[config.mk]
export PLATFORM = sky130hd
export DESIGN_NAME = fix_rx_parser
export DESIGN_NICKNAME = d
export VERILOG_FILES = /design/src/rtl/fix_pkg.sv /design/src/rtl/fix_ascii_accum.sv /design/src/rtl/fix_rx_parser.sv
export SDC_FILE = /design/constraint.sdc
export NUM_CORES = 1
export LEC_CHECK = 0
export BUFFER_PORTS_ARGS = -buffer_cell sky130_fd_sc_hd__buf_2
export CORE_UTILIZATION = 35
export CTS_CLUSTER_DIAMETER = 60
export CTS_CLUSTER_SIZE = 20
export DETAILED_ROUTE_END_ITERATION = 7
export SLEW_MARGIN = 20
export SYNTH_ARGS = -nofsm -noshare
export SYNTH_HDL_FRONTEND = slang
export SYNTH_SLANG_ARGS = --single-unit
[constraint.sdc]
create_clock -name clk -period 3.61 [get_ports clk]
set_input_delay 0.1805 -clock clk [delete_from_list [all_inputs] [get_ports clk]]
set_output_delay 0.1805 -clock clk [all_outputs]
set_load 0.03 [all_outputs]
[src/rtl/fix_pkg.sv]
// Shared constants, state type and character helper for the FIX receive parser.
package fix_pkg;
  localparam logic [7:0] FIX_SOH        = 8'h01;
  localparam logic [7:0] FIX_EQ         = 8'h3D;
  localparam int         FIX_TAG_BEGIN  = 8;
  localparam int         FIX_TAG_CHKSUM = 10;

  localparam int TAG_W = 17;
  localparam int CHK_W = 10;
  localparam int CNT_W = 3;

  typedef enum logic [1:0] {TAG, VALUE, CHKV, DISCARD} fix_rx_state_t;

  function automatic logic is_digit(input logic [7:0] c);
    return (c >= 8'h30) && (c <= 8'h39);
  endfunction
endpackage

[src/rtl/fix_ascii_accum.sv]
// Decimal ASCII accumulator: clear strobe, digit strobe, running value and digit count.
module fix_ascii_accum
  import fix_pkg::*;
#(
  parameter int W  = 17,
  parameter int CW = 3
) (
  input  logic          clk,
  input  logic          rst,
  input  logic          clr_i,
  input  logic          dig_i,
  input  logic [7:0]    char_i,
  output logic [W-1:0]  value_o,
  output logic [CW-1:0] count_o,
  output logic          non_digit_o
);
  logic [W-1:0]  value_q, value_d;
  logic [CW-1:0] count_q, count_d;

  assign non_digit_o = !is_digit(char_i);
  assign value_o     = value_q;
  assign count_o     = count_q;

  always_comb begin
    value_d = value_q;
    count_d = count_q;
    if (clr_i) begin
      value_d = '0;
      count_d = '0;
    end else if (dig_i && !non_digit_o) begin
      // ASCII digits carry their value in the low nibble
      value_d = value_q * W'(10) + W'(char_i[3:0]);
      count_d = count_q + CW'(1);
    end
  end

  always_ff @(posedge clk) begin
    if (!rst) begin
      value_q <= '0;
      count_q <= '0;
    end else begin
      value_q <= value_d;
      count_q <= count_d;
    end
  end
endmodule

[src/rtl/fix_rx_parser.sv]
// FIX receive tokenizer: tag/value split, value streaming, CheckSum(10) verification, error resync.
module fix_rx_parser
  import fix_pkg::*;
#(
  parameter int NUM_HOST       = 2,
  parameter int MAX_TAG_DIGITS = 5
) (
  input  logic                clk,
  input  logic                rst,
  input  logic                new_message_i,
  input  logic [7:0]          message_i,
  input  logic [NUM_HOST-1:0] id_i,
  output logic [16:0]         tag_o,
  output logic                tag_valid_o,
  output logic [7:0]          val_o,
  output logic                val_valid_o,
  output logic                field_end_o,
  output logic                msg_done_o,
  output logic                chksum_ok_o,
  output logic                err_o,
  output logic [NUM_HOST-1:0] id_o
);
  // Handshake: new_message_i qualifies message_i/id_i for exactly one cycle; there is no
  // ready, every valid byte is consumed and its results appear registered one cycle later.
  fix_rx_state_t       state_q, state_d;
  logic                expect_q, expect_d;
  logic                resync_q, resync_d;
  logic [7:0]          sum_q, sum_d, snap_q, snap_d;
  logic [NUM_HOST-1:0] id_q, id_d;
  logic [TAG_W-1:0]    tag_q, tag_d;
  logic [7:0]          val_q, val_d;
  logic                tag_valid_q, tag_valid_d, val_valid_q, val_valid_d;
  logic                fe_q, fe_d, md_q, md_d, ok_q, ok_d, err_q, err_d;

  logic [TAG_W-1:0] tag_val;
  logic [CHK_W-1:0] chk_val;
  logic [CNT_W-1:0] tag_cnt, chk_cnt;
  logic             tag_nd, chk_nd, tag_dig, chk_dig, err, first_byte, id_bad;

  fix_ascii_accum #(.W(TAG_W), .CW(CNT_W)) u_tag_acc (
    .clk(clk), .rst(rst), .clr_i(new_message_i && !tag_dig), .dig_i(tag_dig),
    .char_i(message_i), .value_o(tag_val), .count_o(tag_cnt), .non_digit_o(tag_nd)
  );

  fix_ascii_accum #(.W(CHK_W), .CW(CNT_W)) u_chk_acc (
    .clk(clk), .rst(rst), .clr_i(new_message_i && !chk_dig), .dig_i(chk_dig),
    .char_i(message_i), .value_o(chk_val), .count_o(chk_cnt), .non_digit_o(chk_nd)
  );

  assign first_byte = expect_q && (state_q == TAG) && (tag_cnt == '0);
  assign id_bad     = !first_byte && (state_q != DISCARD) && (id_i != id_q);

  always_comb begin
    state_d     = state_q;
    expect_d    = expect_q;
    resync_d    = resync_q;
    sum_d       = sum_q;
    snap_d      = snap_q;
    id_d        = id_q;
    tag_d       = tag_q;
    val_d       = val_q;
    tag_valid_d = 1'b0;
    val_valid_d = 1'b0;
    fe_d        = 1'b0;
    md_d        = 1'b0;
    ok_d        = 1'b0;
    err_d       = 1'b0;
    err         = 1'b0;
    tag_dig     = 1'b0;
    chk_dig     = 1'b0;
    if (new_message_i) begin
      sum_d = (first_byte ? 8'd0 : sum_q) + message_i;
      if (first_byte) id_d = id_i;
      if (id_bad) begin
        err = 1'b1;
      end else begin
        case (state_q)
          TAG: begin
            if (!tag_nd) begin
              if (tag_cnt == CNT_W'(MAX_TAG_DIGITS)) err = 1'b1;
              else tag_dig = 1'b1;
            end else if (message_i == FIX_EQ && tag_cnt != '0) begin
              if (expect_q && tag_val != TAG_W'(FIX_TAG_BEGIN)) begin
                err = 1'b1;
              end else begin
                tag_d       = tag_val;
                tag_valid_d = 1'b1;
                expect_d    = 1'b0;
                resync_d    = 1'b0;
                state_d     = (tag_val == TAG_W'(FIX_TAG_CHKSUM)) ? CHKV : VALUE;
              end
            end else begin
              err = 1'b1;
            end
          end
          VALUE: begin
            if (message_i == FIX_SOH) begin
              fe_d    = 1'b1;
              snap_d  = sum_d;
              state_d = TAG;
            end else begin
              val_d       = message_i;
              val_valid_d = 1'b1;
            end
          end
          CHKV: begin
            if (message_i == FIX_SOH) begin
              if (chk_cnt == CNT_W'(3) && chk_val <= CHK_W'(255)) begin
                fe_d     = 1'b1;
                md_d     = 1'b1;
                ok_d     = (chk_val[7:0] == snap_q);
                expect_d = 1'b1;
                state_d  = TAG;
              end else begin
                err = 1'b1;
              end
            end else if (!chk_nd && chk_cnt < CNT_W'(3)) begin
              chk_dig     = 1'b1;
              val_d       = message_i;
              val_valid_d = 1'b1;
            end else begin
              err = 1'b1;
            end
          end
          DISCARD: begin
            if (message_i == FIX_SOH) begin
              expect_d = 1'b1;
              state_d  = TAG;
            end
          end
        endcase
      end
      // While resynchronising, further framing errors are silent until a message begins
      if (err) begin
        err_d    = !resync_q;
        resync_d = 1'b1;
        expect_d = 1'b1;
        state_d  = (message_i == FIX_SOH) ? TAG : DISCARD;
      end
    end
  end

  always_ff @(posedge clk) begin
    if (!rst) begin
      state_q     <= TAG;
      expect_q    <= 1'b1;
      resync_q    <= 1'b0;
      sum_q       <= '0;
      snap_q      <= '0;
      id_q        <= '0;
      tag_q       <= '0;
      val_q       <= '0;
      tag_valid_q <= 1'b0;
      val_valid_q <= 1'b0;
      fe_q        <= 1'b0;
      md_q        <= 1'b0;
      ok_q        <= 1'b0;
      err_q       <= 1'b0;
    end else begin
      state_q     <= state_d;
      expect_q    <= expect_d;
      resync_q    <= resync_d;
      sum_q       <= sum_d;
      snap_q      <= snap_d;
      id_q        <= id_d;
      tag_q       <= tag_d;
      val_q       <= val_d;
      tag_valid_q <= tag_valid_d;
      val_valid_q <= val_valid_d;
      fe_q        <= fe_d;
      md_q        <= md_d;
      ok_q        <= ok_d;
      err_q       <= err_d;
    end
  end

  assign tag_o       = tag_q;
  assign tag_valid_o = tag_valid_q;
  assign val_o       = val_q;
  assign val_valid_o = val_valid_q;
  assign field_end_o = fe_q;
  assign msg_done_o  = md_q;
  assign chksum_ok_o = ok_q;
  assign err_o       = err_q;
  assign id_o        = id_q;
endmodule
### Word level (Yosys, flattened, before mapping)

Cells that the tools add are included.

| operators by class | value |
|---|---|
| add/sub/neg operators | 5 |
| multiply operators | 2 |
| magnitude comparators | 4 |
| eq/ne operators | 25 |
| mux-type cells | 55 |
| bitwise operators | 10 |
| reduce and logical (&&, ||, !) cells | 39 |

Operators with widths:

| operator | count |
|---|---|
| $mux W1 | 35 |
| $mux W8 | 4 |
| $mux W2 | 10 |
| $reduce_and A6 Y1 | 3 |
| $add A17 B4 Y17 | 1 |
| $eq A17 B4 Y1 const B | 1 |
| $mul A17 B3 Y16 const B | 1 |
| $ne A17 B4 Y1 const B | 1 |
| $pmux W8 S2 | 1 |
| $logic_and A1 B1 Y1 | 13 |
| $reduce_or A6 Y1 | 2 |
| $add A10 B4 Y10 | 1 |
| $le A10 B8 Y1 const B | 1 |
| $mul A10 B3 Y9 const B | 1 |
| $not A1 Y1 | 10 |
| $ne A3 B3 Y1 const B | 3 |
| $reduce_and A9 Y1 | 1 |
| $add A8 B8 Y8 | 1 |
| $eq A8 B1 Y1 const B | 1 |
| $eq A8 B6 Y1 const B | 1 |
| $eq A8 B8 Y1 | 1 |
| $ge A8 B6 Y1 const B | 1 |
| $le A8 B6 Y1 const B | 1 |
| $ne A2 B2 Y1 const B | 4 |
| 26 further kinds | 41 |

| storage, ports and cells | value |
|---|---|
| bits in registers | 86 |
| input bits | 13 |
| output and inout bits | 33 |
| logic and storage cells | 158 |

### Logic depth before layout (Yosys ltp)

| depth | value |
|---|---|
| depth in word-level cells | 11 |
| depth in mapped cells | 16 |

### Cells and area by module

Synthesis repeated with hierarchy kept, for this count alone.

| unflattened totals | value |
|---|---|
| cells, all modules | 653 |
| area, all modules | 5748.0 um2 |

Modules (own cells, without submodules):

| module | times used | cells an instance | area each (um2) | seq. area each (um2) |
|---|---|---|---|---|
| fix_rx_parser | 1 | 321 | 2751.4 | 1061.0 |
| fix_ascii_accum (u_tag_acc) | 1 | 232 | 2003.2 | 400.4 |
| fix_ascii_accum (u_chk_acc) | 1 | 100 | 993.5 | 260.2 |

### Worst setup path before layout

Ideal clock, no wire load.

| timing path | value |
|---|---|
| path kind | reg-to-reg |
| from | register u_tag_acc.value_q[1], in the netlist u_tag_acc.value_o[1] |
| to | register u_tag_acc.value_q[13], in the netlist u_tag_acc.value_o[13] |
| arrival | 3110 ps |
| slack | 383 ps |
| stages on the path, launching flop included | 12 |
| period minus slack after synthesis | 3227 ps |
| cell sequence | dfxtp_1 > ha_1 > ha_1 > fa_1 > a211oi_2 > nor2_1 > a211o_1 > or4_1 > buf_2 > o311ai_1 > nand3_1 > a32o_1 |

| between the ends | value |
|---|---|
| word-level cells in the longest chain between the ends | 2 |

Ends and longest elaborated chain:

| element | line | text |
|---|---|---|
| from (decl) | fix_ascii_accum.sv:17 | `logic [W-1:0] value_q, value_d;` |
| from (signal assigned) | fix_ascii_accum.sv:42 | `value_q <= value_d;` |
| $mul A17 B3 Y16 | fix_ascii_accum.sv:32 | `value_d = value_q * W'(10) + W'(char_i[3:0]);` |
| $add A17 B4 Y17 | fix_ascii_accum.sv:32 |  |

No other way between the ends.
A chain may end at the register's enable or synchronous reset.

### Final worst setup path

| timing path | value |
|---|---|
| from | register u_tag_acc.value_q[3], in the netlist u_tag_acc.value_o[3] |
| to | register u_tag_acc.value_q[13], in the netlist u_tag_acc.value_o[13] |

The elaborated chain is that of the path after synthesis.

==> results_dict.tcl <==
set metrics [dict create \
    outcome "finished, final reports clean" \
    yosys-top-cells-area "dfxtp_1, ha_1, mux2i_1" \
    timing_worst_slew_pin_value_ns 0.694 \
    post_cts_setup_inserts 0 \
    seq_cells_post_synth 86 \
    critPathArrivalTime_ns 3.59 \
    sequentialPowerShare 0.418 \
    cts_made_buffers 9 \
    synth_simple_gate_area_share 0.188 \
    syn-mean-instance-area_um2 8.73 \
    fp.dieH_um 127 \
    clkSlewWorstSetupHoldPaths_ns 0.06 \
    regToRegSetupSlack_ns 0.26 \
    drv.max_cap_violation_count 0 \
    path_cells "ha_1, ha_1, fa_1, a211oi_2, nor2_1, a211o_1, or4_4, o311ai_1, nand3_1, a32o_1" \
    io_buffers 45 \
    setup_viol_count_final 0 \
    finalHoldViolations 0 \
    post_synth_top_area_share 0.315 \
    cellPowerDensity_mw_per_mm2 395 \
    core_area_mm2 0.0152 \
    routed_wl_mm 13.3 \
    yosys_warnings 0 \
    internal-power_w 0.00169 \
    post-dp-hpwl_mm 10.1 \
    num-nets-final 746 \
    firstDrtPassIters 5 \
    grt_pass1_vias 4491 \
    r2r_start "u_tag_acc.value_o[3]" \
    hold_depth 3 \
    class_of_the_tightest_hold_or_removal_check "input port to flip-flop" \
    critPathKind "flip-flop to flip-flop" \
    min_period_over_period 0.928 \
    post_synth_mux_area_share 0.0677 \
    netlist_top_cells_count "dfxtp_1, nor2_1, ha_1, nand2_1, mux2i_1" \
    worst_skew_pair_later_pin_latency_ns 0.35 \
    switching_share 0.310 \
    layout_min_cycle_time_ns 3.35 \
    grt_pass1_wl_mm 21.9 \
    fraction_of_final_layout_cells_with_drive_strength_greater_than_1 0.126 \
    synth-compound-area-share 0.159 \
    finalWeightedCongestion 0.868 \
    routed_wire_length_per_instance_um 15.4 \
    peakVddDrop_uv 292 \
    max_clock_freq_mhz 298 \
    std_cell_rows 45 \
    asyncSetResetFlopFracSynth 0 \
    critPathCaptureType "flip-flop" \
    cp_slowest_cell "or4_4" \
    grt.total_usage 0.172 \
    crit_buf_inv 0 \
    maximum_number_of_pins_on_one_net_before_global_route_repair 34 \
    power_frac_clock 0.354 \
    synthCells 627 \
    grt_overflow_total 0 \
    synth_nets 703 \
    share_comb_of_total_power 0.229 \
    die_w_um 127 \
    n_antenna_cell 0 \
    fillerInstances 1514 \
    initial_core_util 0.360 \
    finalCoreUtilization 0.407 \
    switching_power_w 0.000758 \
    synthesis.area_mm2 0.00547 \
    reg2regPathDepth 10 \
    yosys.cell_types.count 62 \
    sum_of_negative_setup_slack_ns 0 \
    cts-htree-levels 3 \
    share_of_the_yosys_chip_area_belonging_to_registers 0.315 \
    max_slew_margin 0.537 \
    adder_cell_fraction_of_synth_area 0.151 \
    route.vias.total 4558 \
    rr_endpoint "u_tag_acc.value_o[13]" \
    p_leak_nw 2.73 \
    yosysTopAreaCell "dfxtp_1" \
    via_per_inst 5.28 \
    cts_tree "built" \
    synthMostInstantiatedCell "dfxtp_1" \
    max-clock-path-buffers 2 \
    worst-path-max-fanout 5 \
    clkSinkCount 86 \
    final.setup_skew_ns 0.00859 \
    dominant_combinational_cell_family_by_area_after_synthesis "simple AND/OR/NAND/NOR gates" \
    synth_enable_flop_cells 0 \
    flow.area_growth_from_synthesis_pct 13.2 \
    critical_path_s_top_delay_family "compound AO/OA/AOI/OAI gates" \
    route.antenna.remaining_nets 0 \
    cp.required_ns 3.85 \
    grt_antenna_before_repair 0 \
    cts_root_buffer "clkbuf_16" \
    setup.worst_path.start_class "flip-flop" \
    timing.critical_path.mode_cell "ha_1" \
    detail_route.iter0.violations 248 \
    unrepaired_setup_endpoints_after_global_routing "no" \
    io_pins 46 \
    detail_route.drc_violations 0 \
    finalMaxSlewViolations 0 \
    timing.hold.worst.start "id_i[1]" \
    floorplan.die_area_mm2 0.0161 \
    synth-main-ff-cell "dfxtp_1" \
    timing.critical_path.slowest_cell_delay_ns 0.57 \
    post_synth_xor_area_fraction 0.0816 \
    min_delay_worst_endpoint "id_o[1]" \
]
-- per-stage QoR --
stage	worst slack, ns	area, um^2	hold slack (ns)	std cells	total power (W)
floorplan	0.383	5470	0.316	627	0.00145
global placement	0.236	5910	0.409	847	0.00158
global route	0.0243	6190	0.137	863	0.00256
detailed placement	0.154	5910	0.403	847	0.00159
CTS	0.127	6180	0.0993	863	0.00246
finish	0.258	6190	0.107	863	0.00245
-- cells in the final DEF (no fill, tap or decap), drive strengths merged, types with 3 or more instances in the layout --
cell type,Yosys,final
a21oi,30,30
a221o,4,4
o21bai,5,5
nand2,51,51
o21ai,20,20
a21o,8,8
xnor2,31,31
nor4,9,9
clkbuf,12,13
nand4,7,7
xor2,20,20
nor2b,12,12
nor3b,5,5
o221ai,3,3
nand2b,3,3
nand3,12,12
or3,5,5
mux2i,37,37
and3,3,3
ha,58,58
dfxtp,86,86
or2,4,4
a211oi,24,24
fa,5,5
a31oi,3,3
buf,11,55
o21a,4,4
nor3,16,16
nor2,79,79
inv,29,29
-- registers in the layout, summed over array words and instances, names as in the netlist --
signal             cells
tag_o                 17
u_tag_acc.value_o     17
u_chk_acc.value_o     10
snap_q                 8
sum_q                  8
val_o                  8
u_chk_acc.count_o      3
u_tag_acc.count_o      3
id_o                   2
state_q                2
chksum_ok_o            1
err_o                  1
expect_q               1
field_end_o            1
msg_done_o             1
resync_q               1
tag_valid_o            1
val_valid_o            1
-- worst max-delay path by stage --
stage,startpoint,end,slack (ns),cells after the start
after floorplan,u_tag_acc.value_o[1],u_tag_acc.value_o[13],0.38,11
final,u_tag_acc.value_o[3],u_tag_acc.value_o[13],0.26,10
after global routing,u_tag_acc.value_o[3],u_tag_acc.value_o[13],0.02,10
after global placement,u_tag_acc.value_o[3],u_tag_acc.value_o[13],0.24,10
after CTS,u_tag_acc.value_o[3],u_tag_acc.value_o[13],0.13,10
after detailed placement,u_tag_acc.value_o[3],u_tag_acc.value_o[13],0.15,10
-- layer usage --
metal	share of wire	wire length (um)	up-vias	GRT usage
met5	0	0	-	0
met1	0.46	6150	2145	0.218
met3	0.046	603	15	0.0318
met4	0.014	181	0	0.0539
li1	-	-	2311	-
met2	0.48	6320	87	0.297
-- power by group through the flow --
stage          combinational (W)  clock [W]  sequential (W)
6_report                0.000559   0.000866         0.00102
3_5_place_dp            0.000550          0         0.00104
3_3_place_gp            0.000542          0         0.00104
4_1_cts                 0.000554   0.000881         0.00102
5_1_grt                 0.000619   0.000909         0.00103
2_1_floorplan           0.000390          0         0.00106
-- area by class of cell --
| cell class | count | area [um^2] | share of cell area |
|---|---|---|---|
| flip-flops and latches | 86 | 1720 | 0.278 |
| inverters | 30 | 113 | 0.0182 |
| multi-input cells | 488 | 3550 | 0.574 |
| repair buffers | 55 | 300 | 0.0485 |
| well taps | 188 | 235 | 0.0380 |
| clock buffers | 13 | 250 | 0.0404 |
| clock inverters | 3 | 20.0 | 0.00323 |
-- tightest hold or removal path: stages --
cell,delay (ns)
buf_2,0.11
nand3_1,0.06
a21oi_1,0.05
-- cell families after synthesis --
| logic type | after synthesis |
|---|---|
| muxes | 37 |
| xor gates and xnor gates | 51 |
| buffers and inverters | 53 |
| adders and majority gates | 63 |
| AOI/OAI and AO/OA | 120 |
| DFF | 86 |
| and+or+nand+nor | 217 |
-- repair_timing --
action	CTS	global route
hold buffers	0	0
resized for setup	0	2
hold endpoints to repair	0	0
setup endpoints to repair	0	4
No activity file was read; power rests on OpenSTA's default activity.
